<file path="src/rtl/result_collector.sv">
// Result checker and FWFT result FIFO: realigns each res_i with the operand pair that
// produced it, counts mismatches, and drains results over a valid/ready stream with batch tlast.
module result_collector #(
    parameter int DATA_W     = 8,
    parameter int NUM        = 100,
    parameter int LAT        = 1,
    parameter int OP         = 0,
    parameter int FIFO_DEPTH = 16
) (
    input  logic              clk_i,
    input  logic              reset_i,
    input  logic              op_valid_i,
    input  logic [DATA_W-1:0] a_i,
    input  logic [DATA_W-1:0] b_i,
    input  logic [DATA_W-1:0] res_i,
    output logic              m_tvalid_o,
    input  logic              m_tready_i,
    output logic [DATA_W-1:0] m_tdata_o,
    output logic              m_tlast_o,
    output logic              batch_done_o,
    output logic [15:0]       mismatch_cnt_o,
    output logic [15:0]       item_cnt_o,
    output logic              overflow_o
);

    localparam int AW = $clog2(FIFO_DEPTH);
    localparam int IW = (NUM > 1) ? $clog2(NUM) : 1;

    logic [DATA_W-1:0] exp_now;
    logic              vld_pipe_reg [LAT];
    logic [DATA_W-1:0] exp_pipe_reg [LAT];

    logic [DATA_W:0]   mem_reg [FIFO_DEPTH];
    logic [AW:0]       wr_ptr_reg, rd_ptr_reg;
    logic [IW-1:0]     batch_idx_reg;
    logic [15:0]       item_cnt_reg, mismatch_cnt_reg;
    logic              overflow_reg, batch_done_reg;

    logic check, is_last, empty, full, push, pop;

    always_comb begin
        exp_now = a_i + b_i;
        case (OP)
            1:       exp_now = a_i - b_i;
            2:       exp_now = a_i ^ b_i;
            default: exp_now = a_i + b_i;
        endcase
    end

    // Stage i holds the operand pair sampled i+1 cycles ago; the last stage lines up with res_i.
    always_ff @(posedge clk_i or posedge reset_i) begin
        if (reset_i) begin
            for (int i = 0; i < LAT; i++) begin
                vld_pipe_reg[i] <= 1'b0;
                exp_pipe_reg[i] <= '0;
            end
        end else begin
            for (int i = LAT - 1; i > 0; i--) begin
                vld_pipe_reg[i] <= vld_pipe_reg[i-1];
                exp_pipe_reg[i] <= exp_pipe_reg[i-1];
            end
            vld_pipe_reg[0] <= op_valid_i;
            exp_pipe_reg[0] <= exp_now;
        end
    end

    assign check   = vld_pipe_reg[LAT-1];
    assign is_last = (batch_idx_reg == IW'(NUM - 1));

    assign empty = (wr_ptr_reg == rd_ptr_reg);
    assign full  = (wr_ptr_reg[AW] != rd_ptr_reg[AW]) &&
                   (wr_ptr_reg[AW-1:0] == rd_ptr_reg[AW-1:0]);
    assign pop   = !empty && m_tready_i;
    // A full FIFO still accepts a push when the head leaves in the same cycle.
    assign push  = check && (!full || pop);

    always_ff @(posedge clk_i or posedge reset_i) begin
        if (reset_i) begin
            for (int i = 0; i < FIFO_DEPTH; i++) begin
                mem_reg[i] <= '0;
            end
            wr_ptr_reg <= '0;
            rd_ptr_reg <= '0;
        end else begin
            if (push) begin
                mem_reg[wr_ptr_reg[AW-1:0]] <= {is_last, res_i};
                wr_ptr_reg <= wr_ptr_reg + 1'b1;
            end
            if (pop) begin
                rd_ptr_reg <= rd_ptr_reg + 1'b1;
            end
        end
    end

    // Counters and batch index advance on every check, even when the item is dropped.
    always_ff @(posedge clk_i or posedge reset_i) begin
        if (reset_i) begin
            batch_idx_reg    <= '0;
            item_cnt_reg     <= '0;
            mismatch_cnt_reg <= '0;
            overflow_reg     <= 1'b0;
            batch_done_reg   <= 1'b0;
        end else begin
            batch_done_reg <= pop && m_tlast_o;
            if (check) begin
                item_cnt_reg  <= item_cnt_reg + 16'd1;
                batch_idx_reg <= is_last ? '0 : batch_idx_reg + 1'b1;
                if (res_i != exp_pipe_reg[LAT-1] && mismatch_cnt_reg != 16'hFFFF) begin
                    mismatch_cnt_reg <= mismatch_cnt_reg + 16'd1;
                end
                if (full && !pop) begin
                    overflow_reg <= 1'b1;
                end
            end
        end
    end

    assign m_tvalid_o              = !empty;
    assign {m_tlast_o, m_tdata_o}  = mem_reg[rd_ptr_reg[AW-1:0]];
    assign batch_done_o            = batch_done_reg;
    assign mismatch_cnt_o          = mismatch_cnt_reg;
    assign item_cnt_o              = item_cnt_reg;
    assign overflow_o              = overflow_reg;

endmodule

</file>
<file path="config.mk">
export PLATFORM = sky130hd
export DESIGN_NAME = result_collector
export DESIGN_NICKNAME = d
export VERILOG_FILES = /design/src/rtl/result_collector.sv
export SDC_FILE = /design/constraint.sdc
export NUM_CORES = 1
export LEC_CHECK = 0
export ABC_CLOCK_PERIOD_IN_PS = 8200
export CORE_ASPECT_RATIO = 1.2
export CORE_MARGIN = 3
export CORE_UTILIZATION = 32
export CTS_BUF_LIST = sky130_fd_sc_hd__clkbuf_4 sky130_fd_sc_hd__clkbuf_8 sky130_fd_sc_hd__clkbuf_16
export DETAILED_ROUTE_END_ITERATION = 6
export DONT_BUFFER_PORTS = 1
export GPL_TIMING_DRIVEN = 0
export PLACE_DENSITY = 0.44
export SETUP_SLACK_MARGIN = 0.15
export SYNTH_ARGS = -nofsm -noshare
export SYNTH_HDL_FRONTEND = slang
export SYNTH_SLANG_ARGS = --single-unit
</file>
<file path="constraint.sdc">
create_clock -name clk_i -period 8.2 [get_ports clk_i]
set_input_delay 2.05 -clock clk_i [delete_from_list [all_inputs] [get_ports clk_i]]
set_output_delay 2.05 -clock clk_i [all_outputs]
set_load 0.02 [all_outputs]
</file>
==> results.py <==
metrics = {
    "power_and_ir_drop": {
        "irDropWorstVdd_v": 0.0001628,
        "switching_share_pct": 34.16,
        "switchingPower_mw": 1.458,
        "p_int_mw": 2.810,
        "comb_power_share_pct": 35.4,
        "p_per_area_nw_per_um2": 388.9,
        "p_seq_share_pct": 40.4,
        "p_leak_nw": 4.480,
        "finalPower_mw": 4.267,
        "power_frac_clock_pct": 24.3,
    },
    "critical_path": {
        "crit_required_ns": 6.15,
        "crit_path_cell_trace": "buf_1, buf_1, buf_2, mux2i_1, a21oi_1",
        "cpPeakStageDelay_ns": 0.65,
        "crit_arrival_ns": 3.44,
        "worstSetupEndpointType": "output pin",
        "worst_path_most_repeated_cell": "buf_1",
        "critPathLaunchType": "register",
        "criticalPathCategory": "reg -> out",
        "slowest_stage": "buf_1",
        "crit_fanout": 10,
    },
    "drt": {
        "ant_nets": 0,
        "wl_per_cell_um": 20.87,
        "drc": 0,
        "dr_total_vias": 5606,
        "viasPerCell": 5.069,
        "wl_um": 23090,
        "firstDrtPassIters": 4,
        "drtIter0Drc": 302,
    },
    "floorplan": {
        "die_w_um": 164.7,
        "rows": 69,
        "start_util_pct": 32.58,
        "io_pins": 72,
        "dieArea_um2": 32370,
        "die_y_um": 196.5,
        "core-area_um2": 29700,
    },
    "global_route": {
        "antenna_found_initial": 0,
        "grtUsageTotal_pct": 14.57,
        "grt_pass1_vias": 6310,
        "grt_max_degree": 134,
        "grt_pass1_wl_um": 36670,
        "grt-ovfl-total": 0,
    },
    "timing": {
        "setup_violations": 0,
        "skew_ns": 0.007795,
        "finalCritPeriodShare_pct": 66.94,
        "hold_viol": 0,
        "setup_slack_ns": 2.711,
        "min_period_ns": 5.489,
        "fmax_mhz": 182.2,
        "slew_violations": 0,
        "worst_hold_slack_ns": 0.4866,
        "tightest_slew_ns": 1.173,
        "rsz0062_at_grt": "false",
        "slew_headroom_pct": 21.35,
    },
    "logic_synthesis": {
        "avgSynthCellArea_um2": 14.36,
        "synth_area_um2": 9676,
        "yosysWarnings": 0,
        "synth_edf_count": 0,
        "yosys.area.top_type": "dfrtp_1",
        "yosys.area.top_type_share_pct": 52.76,
        "synthArstFlopShare_pct": 100.0,
        "synth-seq-cells": 204,
        "syn_inst": 674,
        "yosys-top-cells-area": "dfrtp_1 (53%), mux2_2 (17%), mux4_2 (8.4%)",
        "synth_nets": 718,
        "ys_types": 42,
        "synth_flop_cell": "dfrtp_1",
        "seq_area_frac_synth_pct": 52.76,
    },
    "placed_design": {
        "place_ws_ns": 3.175,
        "dp.cells": 1065,
        "gp_congestion": 0.7486,
        "portBuffers": 0,
        "dpl.hpwl_um": 15540,
    },
    "cells_and_area": {
        "drive_above_1_share_pct": 34.92,
        "final_cell_mix": "dfrtp_1 (204), mux2_2 (143), mux4_2 (36)",
        "layout_commonest_cell": "dfrtp_1",
        "fin_cells": 1106,
        "nets": 746,
        "area_delta_synth_final_pct": 13.42,
        "final_util_pct": 36.95,
        "n_antenna_cell": 0,
        "largest_reg_flops": 144,
    },
    "clock_network": {
        "path_clk_slew_ns": 0.06,
        "worstSkewPairLatency_ns": 0.53,
        "cts_tree": "yes",
        "clockBufferDepth": 3,
        "clock-root-buffer": "clkbuf_16",
        "cts_hold_buf": 0,
        "clock_sinks": 204,
        "cts-htree-levels": 1,
        "post-cts-setup-buffer-count": 0,
        "cts_inserted_buffers": 25,
        "ctsResizeCount": 0,
    },
    "job": {
        "drv_cap": 0,
    },
    "outcome": {
        "status": "complete, no violations",
    },
    "hold_path": {
        "min_path_type": "reg -> reg",
    },
}
## stage by stage
| stage | area (um2) | TNS, ns |
|---|---|---|
| 4_1_cts | 10970 | 0 |
| 2_1_floorplan | 9676 | 0 |
| 3_3_place_gp | 10160 | -264.72 |
| 6_report | 10970 | 0 |
| 5_1_grt | 10970 | 0 |
| 3_5_place_dp | 10200 | 0 |
## layout make-up
type                            instances  area, um2
Clock inverter                          4      35.03
Sequential cell                       204       5105
Fill cell                            2861      18720
Buffer                                 34      168.9
Multi-Input combinational cell        426       4364
Tap cell                              390      488.0
Clock buffer                           37      740.7
Inverter                               10      45.04
Timing Repair Buffer                    1      27.53
## final timing paths
kind | start | end | slack [ns] | depth (start not counted)
hold reg to reg | mem_reg[125] | mem_reg[125] | 0.49 | 1
min in group asynchronous | reset_i | batch_done_o | 1.41 | 1
setup / recovery | rd_ptr_reg[2] | m_tdata_o[1] | 2.71 | 5
setup reg to reg | check | mem_reg[43] | 5.52 | 4
hold / removal | mem_reg[125] | mem_reg[125] | 0.49 | 1
max in group asynchronous | reset_i | rd_ptr_reg[1] | 5.71 | 2
## routing by layer
metal / up-vias / GRT usage, % / wire (um)
met2: 120 / 25.18 / 11560
met4: 0 / 4.288 / 657
met3: 38 / 3.090 / 1154
li1: 2516 / - / -
met5: - / 0 / 0
met1: 2932 / 18.35 / 9712
## kinds of logic (layout without fill, tap and decap cells)
logic type / after synthesis / after routing / share of synthesized area, %
AOI/OAI and AO/OA: 34 / 34 / 2.121
adders and majority gates: 16 / 16 / 2.147
and+or+nand+nor: 119 / 119 / 8.418
buffers and inverters: 44 / 86 / 2.134
muxes: 197 / 197 / 26.99
xor gates and xnor gates: 60 / 60 / 5.431
DFF: 204 / 204 / 52.76
## cells in the mapped netlist (2+ instances only)
cell type and number:
o21ai_0 5, nand2_1 21, a211oi_1 8, clkbuf_1 21, a21o_1 4, buf_1 4, nor4b_1 2, nor3_4 6
nand4_1 13, ha_1 15, xnor2_1 33, nor2_1 11, nor4_1 7, nor3_1 8, nor4_4 4, nand3_1 15
mux2i_1 10, buf_6 4, inv_1 10, buf_4 2, and4_1 4, a21oi_1 14, nand2b_1 4, buf_2 3
dfrtp_1 204, mux2_2 143, xor2_1 27, mux2_1 8, nor3b_1 2, mux4_2 36, nor3_2 6, nor2b_1 10
## power groups by stage
stage	logic, mW	registers (mW)	clock network [mW]
2_1_floorplan	1.21	1.65	0
3_3_place_gp	1.49	1.71	0
3_5_place_dp	1.54	1.74	0
4_1_cts	1.55	1.72	1.07
5_1_grt	1.65	1.78	1.11
6_report	1.51	1.72	1.03
## worst max-delay path, delay by kind of cell (launching register included)
kind	cells	cell delay [ns]
flops	1	0.44
mux	1	0.13
compound gates	1	0.58
buf+inv	3	1.74
(Power assumes the default switching activity.)
